$ cat config.mk
export PLATFORM = sky130hd
export DESIGN_NAME = alu_scalar_seq_module
export DESIGN_NICKNAME = d
export VERILOG_FILES = /design/src/rtl/alu_scalar_pkg.sv /design/src/rtl/scalar_mul_lane.sv /design/src/rtl/alu_scalar_seq_module.sv
export SDC_FILE = /design/constraint.sdc
export NUM_CORES = 2
export LEC_CHECK = 0
export CORE_UTILIZATION = 48
export DETAILED_ROUTE_END_ITERATION = 12
export PLACE_DENSITY = 0.75
export SYNTH_ARGS = -nofsm -noshare
export SYNTH_HDL_FRONTEND = slang
export SYNTH_SLANG_ARGS = --single-unit
$ cat constraint.sdc
create_clock -name clk -period 6.2 [get_ports clk]
set_input_delay 0.62 -clock clk [delete_from_list [all_inputs] [get_ports clk]]
set_output_delay 0.62 -clock clk [all_outputs]
set_load 0.005 [all_outputs]
$ cat src/rtl/alu_scalar_pkg.sv
// ============================================================================
// alu_scalar_pkg : shared state encoding, group count and saturation limits
// Revision: 1.0
// ============================================================================
`default_nettype none

package alu_scalar_pkg;

    localparam logic [1:0] ST_IDLE = 2'd0;
    localparam logic [1:0] ST_RUN  = 2'd1;
    localparam logic [1:0] ST_DONE = 2'd2;

    // Number of LANES-wide groups needed to cover n_elems elements.
    function automatic int num_groups(input int n_elems, input int lanes);
        return (n_elems + lanes - 1) / lanes;
    endfunction

    function automatic logic [63:0] sat_pos(input int w);
        return (64'd1 << (w - 1)) - 64'd1;
    endfunction

    function automatic logic [63:0] sat_neg(input int w);
        return 64'd1 << (w - 1);
    endfunction

endpackage

`default_nettype wire

$ cat src/rtl/scalar_mul_lane.sv
// ============================================================================
// scalar_mul_lane : one DATA_W x DATA_W signed multiply with overflow detect;
// clamps instead of wrapping when ALU_SCALAR_SATURATE_EN is defined.
// Revision: 1.0
// ============================================================================
`default_nettype none

module scalar_mul_lane
    import alu_scalar_pkg::*;
#(
    parameter int DATA_W = 8
) (
    input  logic [DATA_W-1:0] a,
    input  logic [DATA_W-1:0] b,
    output logic [DATA_W-1:0] result,
    output logic              overflow
);

    logic signed [2*DATA_W-1:0] a_ext;
    logic signed [2*DATA_W-1:0] b_ext;
    logic signed [2*DATA_W-1:0] product;

    assign a_ext   = {{DATA_W{a[DATA_W-1]}}, a};
    assign b_ext   = {{DATA_W{b[DATA_W-1]}}, b};
    assign product = a_ext * b_ext;

    // The upper half must be pure sign extension of the low half's MSB.
    assign overflow = (product[2*DATA_W-1:DATA_W] != {DATA_W{product[DATA_W-1]}});

`ifdef ALU_SCALAR_SATURATE_EN
    localparam logic [DATA_W-1:0] SAT_MAX = DATA_W'(sat_pos(DATA_W));
    localparam logic [DATA_W-1:0] SAT_MIN = DATA_W'(sat_neg(DATA_W));

    assign result = !overflow             ? product[DATA_W-1:0] :
                    product[2*DATA_W-1]   ? SAT_MIN : SAT_MAX;
`else
    assign result = product[DATA_W-1:0];
`endif

endmodule

`default_nettype wire

$ cat src/rtl/alu_scalar_seq_module.sv
// ============================================================================
// alu_scalar_seq_module : sequential scalar x matrix multiply, LANES elements
// per cycle under a start/done handshake. Optional macro: ALU_SCALAR_SATURATE_EN.
// Revision: 1.0
// ============================================================================
`default_nettype none

module alu_scalar_seq_module
    import alu_scalar_pkg::*;
#(
    parameter int DATA_W  = 8,
    parameter int N_ELEMS = 25,
    parameter int LANES   = 5
) (
    input  logic                      clk,
    input  logic                      rst_n,
    input  logic                      start,
    input  logic [N_ELEMS*DATA_W-1:0] A_flat,
    input  logic [DATA_W-1:0]         scalar,
    output logic                      busy,
    output logic                      done,
    output logic [N_ELEMS*DATA_W-1:0] C_flat,
    output logic [N_ELEMS-1:0]        overflow_vec,
    output logic                      overflow_flag
);

    localparam int G     = num_groups(N_ELEMS, LANES);
    localparam int IDX_W = (G > 1) ? $clog2(G) : 1;
    localparam logic [IDX_W-1:0] LAST_IDX = IDX_W'(G - 1);

    logic [1:0]                state;
    logic [IDX_W-1:0]          idx;
    logic [N_ELEMS*DATA_W-1:0] a_reg;
    logic [DATA_W-1:0]         scalar_reg;

    logic [DATA_W-1:0] lane_opts [LANES][G];
    logic [DATA_W-1:0] lane_res  [LANES];
    logic [LANES-1:0]  lane_ovf;

    // Lanes beyond N_ELEMS in the last group see zero; their outputs are never stored.
    for (genvar j = 0; j < LANES; j++) begin : g_lane
        for (genvar g = 0; g < G; g++) begin : g_grp
            if (g * LANES + j < N_ELEMS) begin : g_valid
                assign lane_opts[j][g] = a_reg[(g*LANES+j)*DATA_W +: DATA_W];
            end else begin : g_pad
                assign lane_opts[j][g] = '0;
            end
        end

        scalar_mul_lane #(
            .DATA_W (DATA_W)
        ) u_lane (
            .a        (lane_opts[j][idx]),
            .b        (scalar_reg),
            .result   (lane_res[j]),
            .overflow (lane_ovf[j])
        );
    end

    always_ff @(posedge clk or negedge rst_n) begin
        if (!rst_n) begin
            state        <= ST_IDLE;
            idx          <= '0;
            a_reg        <= '0;
            scalar_reg   <= '0;
            C_flat       <= '0;
            overflow_vec <= '0;
        end else begin
            case (state)
                ST_IDLE, ST_DONE: begin
                    if (start) begin
                        a_reg        <= A_flat;
                        scalar_reg   <= scalar;
                        C_flat       <= '0;
                        overflow_vec <= '0;
                        idx          <= '0;
                        state        <= ST_RUN;
                    end else begin
                        state        <= ST_IDLE;
                    end
                end
                ST_RUN: begin
                    for (int i = 0; i < N_ELEMS; i++) begin
                        if (idx == IDX_W'(i / LANES)) begin
                            C_flat[i*DATA_W +: DATA_W] <= lane_res[i % LANES];
                            overflow_vec[i]            <= lane_ovf[i % LANES];
                        end
                    end
                    if (idx == LAST_IDX) begin
                        idx   <= '0;
                        state <= ST_DONE;
                    end else begin
                        idx   <= idx + 1'b1;
                    end
                end
                default: begin
                    state <= ST_IDLE;
                end
            endcase
        end
    end

    assign busy          = (state == ST_RUN);
    assign done          = (state == ST_DONE);
    assign overflow_flag = |overflow_vec;

endmodule

`default_nettype wire

==> flow_metrics.py <==
metrics = {
    "outcome": {
        "outcome": "complete, but fails checks",
        "violations": "negative setup slack",
    },
    "final_layout": {
        "mostFrequentLayoutCell": "sky130_fd_sc_hd__nand2_1",
        "finalNetCount": 4615,
        "areaGrowthSynthToFinish_pct": 31.6,
        "multi_input_area_um2": 18400,
        "final_cell_mix": "sky130_fd_sc_hd__nand2_1 (949), sky130_fd_sc_hd__clkdlybuf4s50_1 (437), sky130_fd_sc_hd__dfrtp_1 (435), sky130_fd_sc_hd__inv_1 (365), sky130_fd_sc_hd__fa_1 (265)",
        "final.fill_count": 4992,
        "register_area_um2": 11000,
        "final_layout_size_suffix_gt1_frac": 0.134,
        "final_area_um2": 40100,
    },
    "floorplanning": {
        "die_y_um": 254,
        "io_pins": 439,
        "die_boundary_width_um": 254,
        "floorplan.initialDensity": 0.484,
        "coreArea_um2": 63000,
        "floorplan.rows": 92,
        "die_area_um2": 64500,
    },
    "route": {
        "drt_drc_violations_left": 0,
        "routedWlPerCell_um": 19.0,
        "final_antenna_violating_net_count": 0,
        "detail_route.first_pass.iterations": 6,
        "route.final.wire_length_um": 92200,
        "num_vias": 25867,
        "drtIter0Drc": 2400,
        "post_drt_via_cell_ratio": 5.32,
    },
    "synthesis": {
        "gate_count_after_technology_mapping": 3394,
        "flop_and_latch_count_out_of_synthesis": 438,
        "yosys.area_share.xor_xnor": 0.0221,
        "post_synth_mux_area_share": 0.0281,
        "top_flip_flop_cell_by_instance_count_after_synthesis": "sky130_fd_sc_hd__dfrtp_1",
        "post_synth_fa_ha_maj_area_fraction": 0.242,
        "synth_top_family_by_area": "adder cells",
        "synthesized_net_count": 4030,
        "synth_compound_area_frac": 0.0781,
        "average_size_of_a_mapped_cell_um2": 8.99,
        "synthesis.area_um2": 30500,
        "yosys.area.top_type": "sky130_fd_sc_hd__dfrtp_1",
        "synth_warnings": 0,
        "asyncSetResetFlopFracSynth": 1.00,
        "post_synth_edffs": 0,
        "synth-simple-area-share": 0.203,
        "synth_top_cells_by_area": "sky130_fd_sc_hd__dfrtp_1 (36%), sky130_fd_sc_hd__fa_1 (18%), sky130_fd_sc_hd__nand2_1 (12%)",
        "post_synthesis_cell_type_count": 58,
        "netlist.area_leader.share": 0.359,
        "synth_sequential_area_ratio": 0.359,
    },
    "critical_path": {
        "cp.arrival_ns": 6.68,
        "critPathRequiredTime_ns": 6.63,
        "worst-path-max-fanout": 6,
        "setup.worst_path.end_class": "flip-flop",
        "startpoint_type": "flip-flop",
        "criticalPathCategory": "reg -> reg",
    },
    "placed_design": {
        "globalplace.congestion": 0.895,
        "placement.io_buffers": 438,
        "placement.cell_area_um2": 37100,
        "post-dp-hpwl_um": 67500,
    },
    "global_route": {
        "antenna_violations_before_repair": 1,
        "grt.total_usage": 0.286,
        "grt_max_degree": 211,
        "grt_overflow_total": 0,
        "grt_pass1_vias": 25764,
        "grt_pass1_wl_um": 143000,
    },
    "worst_hold_path": {
        "hp-class": "in -> async",
    },
    "sta": {
        "grt_setup_unrepaired": "yes",
        "final_critical_path_share_of_the_clock_period": 1.01,
        "report.final.slew_viol_count": 0,
        "setup_slack_ns": -0.0563,
        "slew_headroom": 0.244,
        "finalClockSkew_ns": 0.0374,
        "timing_worst_slew_pin_value_ns": 1.13,
        "hold_viol": 0,
        "period_needed_ns": 6.26,
        "fmax_mhz": 160,
        "setup-violations-final": 14,
    },
    "clock_network": {
        "htreeDepth": 2,
        "clk-insertion-delay-late_ns": 0.61,
        "tritoncts_clock_tree": "done",
        "clockBufferDepth": 3,
        "cts_inserted_buffers": 45,
        "clk_pin_slew_ns": 0.06,
        "cts.root.buffer_cell": "sky130_fd_sc_hd__clkbuf_16",
        "clock_sink_count": 438,
    },
    "run": {
        "max_cap_viol_count": 0,
    },
}
-- critical path, stage by stage, from the launching register on --
cell                       delay [ns]
sky130_fd_sc_hd__dfrtp_4         0.55
sky130_fd_sc_hd__buf_12          0.18
sky130_fd_sc_hd__buf_4           0.15
sky130_fd_sc_hd__mux2i_1         0.23
sky130_fd_sc_hd__buf_4           0.19
sky130_fd_sc_hd__o22ai_4         0.08
sky130_fd_sc_hd__and2_4          0.18
sky130_fd_sc_hd__fa_1            0.48
sky130_fd_sc_hd__inv_1           0.07
sky130_fd_sc_hd__fa_1            0.56
sky130_fd_sc_hd__fa_1            0.45
sky130_fd_sc_hd__fa_1            0.54
sky130_fd_sc_hd__inv_2           0.05
sky130_fd_sc_hd__ha_4            0.22
sky130_fd_sc_hd__o21ai_2         0.05
sky130_fd_sc_hd__o21bai_1        0.10
sky130_fd_sc_hd__a2111o_1        0.46
sky130_fd_sc_hd__a31o_4          0.27
sky130_fd_sc_hd__o41ai_4         0.34
sky130_fd_sc_hd__xnor2_2         0.11
sky130_fd_sc_hd__or4_1           0.49
sky130_fd_sc_hd__a21oi_2         0.15
sky130_fd_sc_hd__buf_6           0.15
sky130_fd_sc_hd__o21ai_1         0.06
-- Yosys cell counts, types with 3 or more instances --
master	count
sky130_fd_sc_hd__xor2_1	10
sky130_fd_sc_hd__a22o_1	19
sky130_fd_sc_hd__nor3_1	12
sky130_fd_sc_hd__a31o_2	4
sky130_fd_sc_hd__nor2_1	93
sky130_fd_sc_hd__nand2_1	958
sky130_fd_sc_hd__o21bai_1	9
sky130_fd_sc_hd__nand2b_1	31
sky130_fd_sc_hd__o22ai_1	39
sky130_fd_sc_hd__fa_1	275
sky130_fd_sc_hd__buf_1	24
sky130_fd_sc_hd__dfrtp_1	438
sky130_fd_sc_hd__ha_1	150
sky130_fd_sc_hd__o31ai_1	11
sky130_fd_sc_hd__nor2b_1	14
sky130_fd_sc_hd__and2_1	176
sky130_fd_sc_hd__or4_1	3
sky130_fd_sc_hd__nor4_1	9
sky130_fd_sc_hd__o31a_1	4
sky130_fd_sc_hd__clkbuf_1	142
sky130_fd_sc_hd__o2111ai_1	3
sky130_fd_sc_hd__o21ai_1	7
sky130_fd_sc_hd__o21ai_0	185
sky130_fd_sc_hd__nand3_1	100
sky130_fd_sc_hd__o21a_1	11
sky130_fd_sc_hd__mux2i_1	80
sky130_fd_sc_hd__or2_2	8
sky130_fd_sc_hd__a21o_1	9
sky130_fd_sc_hd__inv_1	381
sky130_fd_sc_hd__a21oi_1	69
sky130_fd_sc_hd__nand4_1	9
sky130_fd_sc_hd__xnor2_1	67
sky130_fd_sc_hd__and3_1	10
-- cell families after synthesis --
kind of cell	Yosys count
buf+inv	548
fa+ha+maj	425
mux	83
compound gates	394
simple gates	1429
xor+xnor	77
flops	438
-- stage by stage --
step | instances | worst slack (ns) | util | TNS [ns] | hold slack [ns]
finish | 4859 | -0.0563 | 0.637 | -0.545 | 0.0497
CTS | 4831 | -0.0328 | 0.625 | -0.166 | 0.0981
floorplan | 3394 | 0.00433 | - | 0 | 0.324
detailed placement | 4710 | -0.484 | 0.589 | -3.63 | 0.462
global placement | 4710 | -0.317 | 0.589 | -1.93 | 0.457
global route | 4859 | -0.313 | 0.637 | -4.44 | 0.127
-- what timing repair did --
item	CTS	global route
setup buffers	40	30
setup endpoints to repair	25	25
hold buffers	0	0
endpoints found under the hold margin	0	0
resized for setup	90	151
cloned	3	1
pin swaps	46	88
-- final cells by class --
cell class | count | share of cell area
multi-input combinational | 2408 | 0.459
sequential | 438 | 0.273
timing repair buffer | 704 | 0.169
inverter | 382 | 0.0359
clock buffer | 64 | 0.0321
tap | 846 | 0.0264
clock inverter | 16 | 0.00483
antenna | 1 | 0.0000624
-- path summary, 6_finish.rpt --
path                              endpoint  slack (ns)  startpoint  depth (start not counted)
hold / removal                  C_flat[94]        0.05       rst_n                          1
setup / recovery           overflow_vec[2]       -0.06      idx[0]                         23
setup reg to reg           overflow_vec[2]       -0.06      idx[0]                         23
min in group clk                C_flat[96]        0.48  C_flat[96]                          2
max in group asynchronous        a_reg[98]        4.62       rst_n                          2
hold reg to reg                 C_flat[96]        0.48  C_flat[96]                          2
-- per-layer routing --
layer  track usage  up-vias  share of wire
li1              -    11864              -
met1         0.383    12701           0.41
met2         0.473     1103           0.48
met3        0.0386      199          0.072
met4         0.108        0          0.041
met5             0        -              0
Power is not shown: default switching activity piles up to over one toggle a cycle in this logic, so the estimate is an artifact.
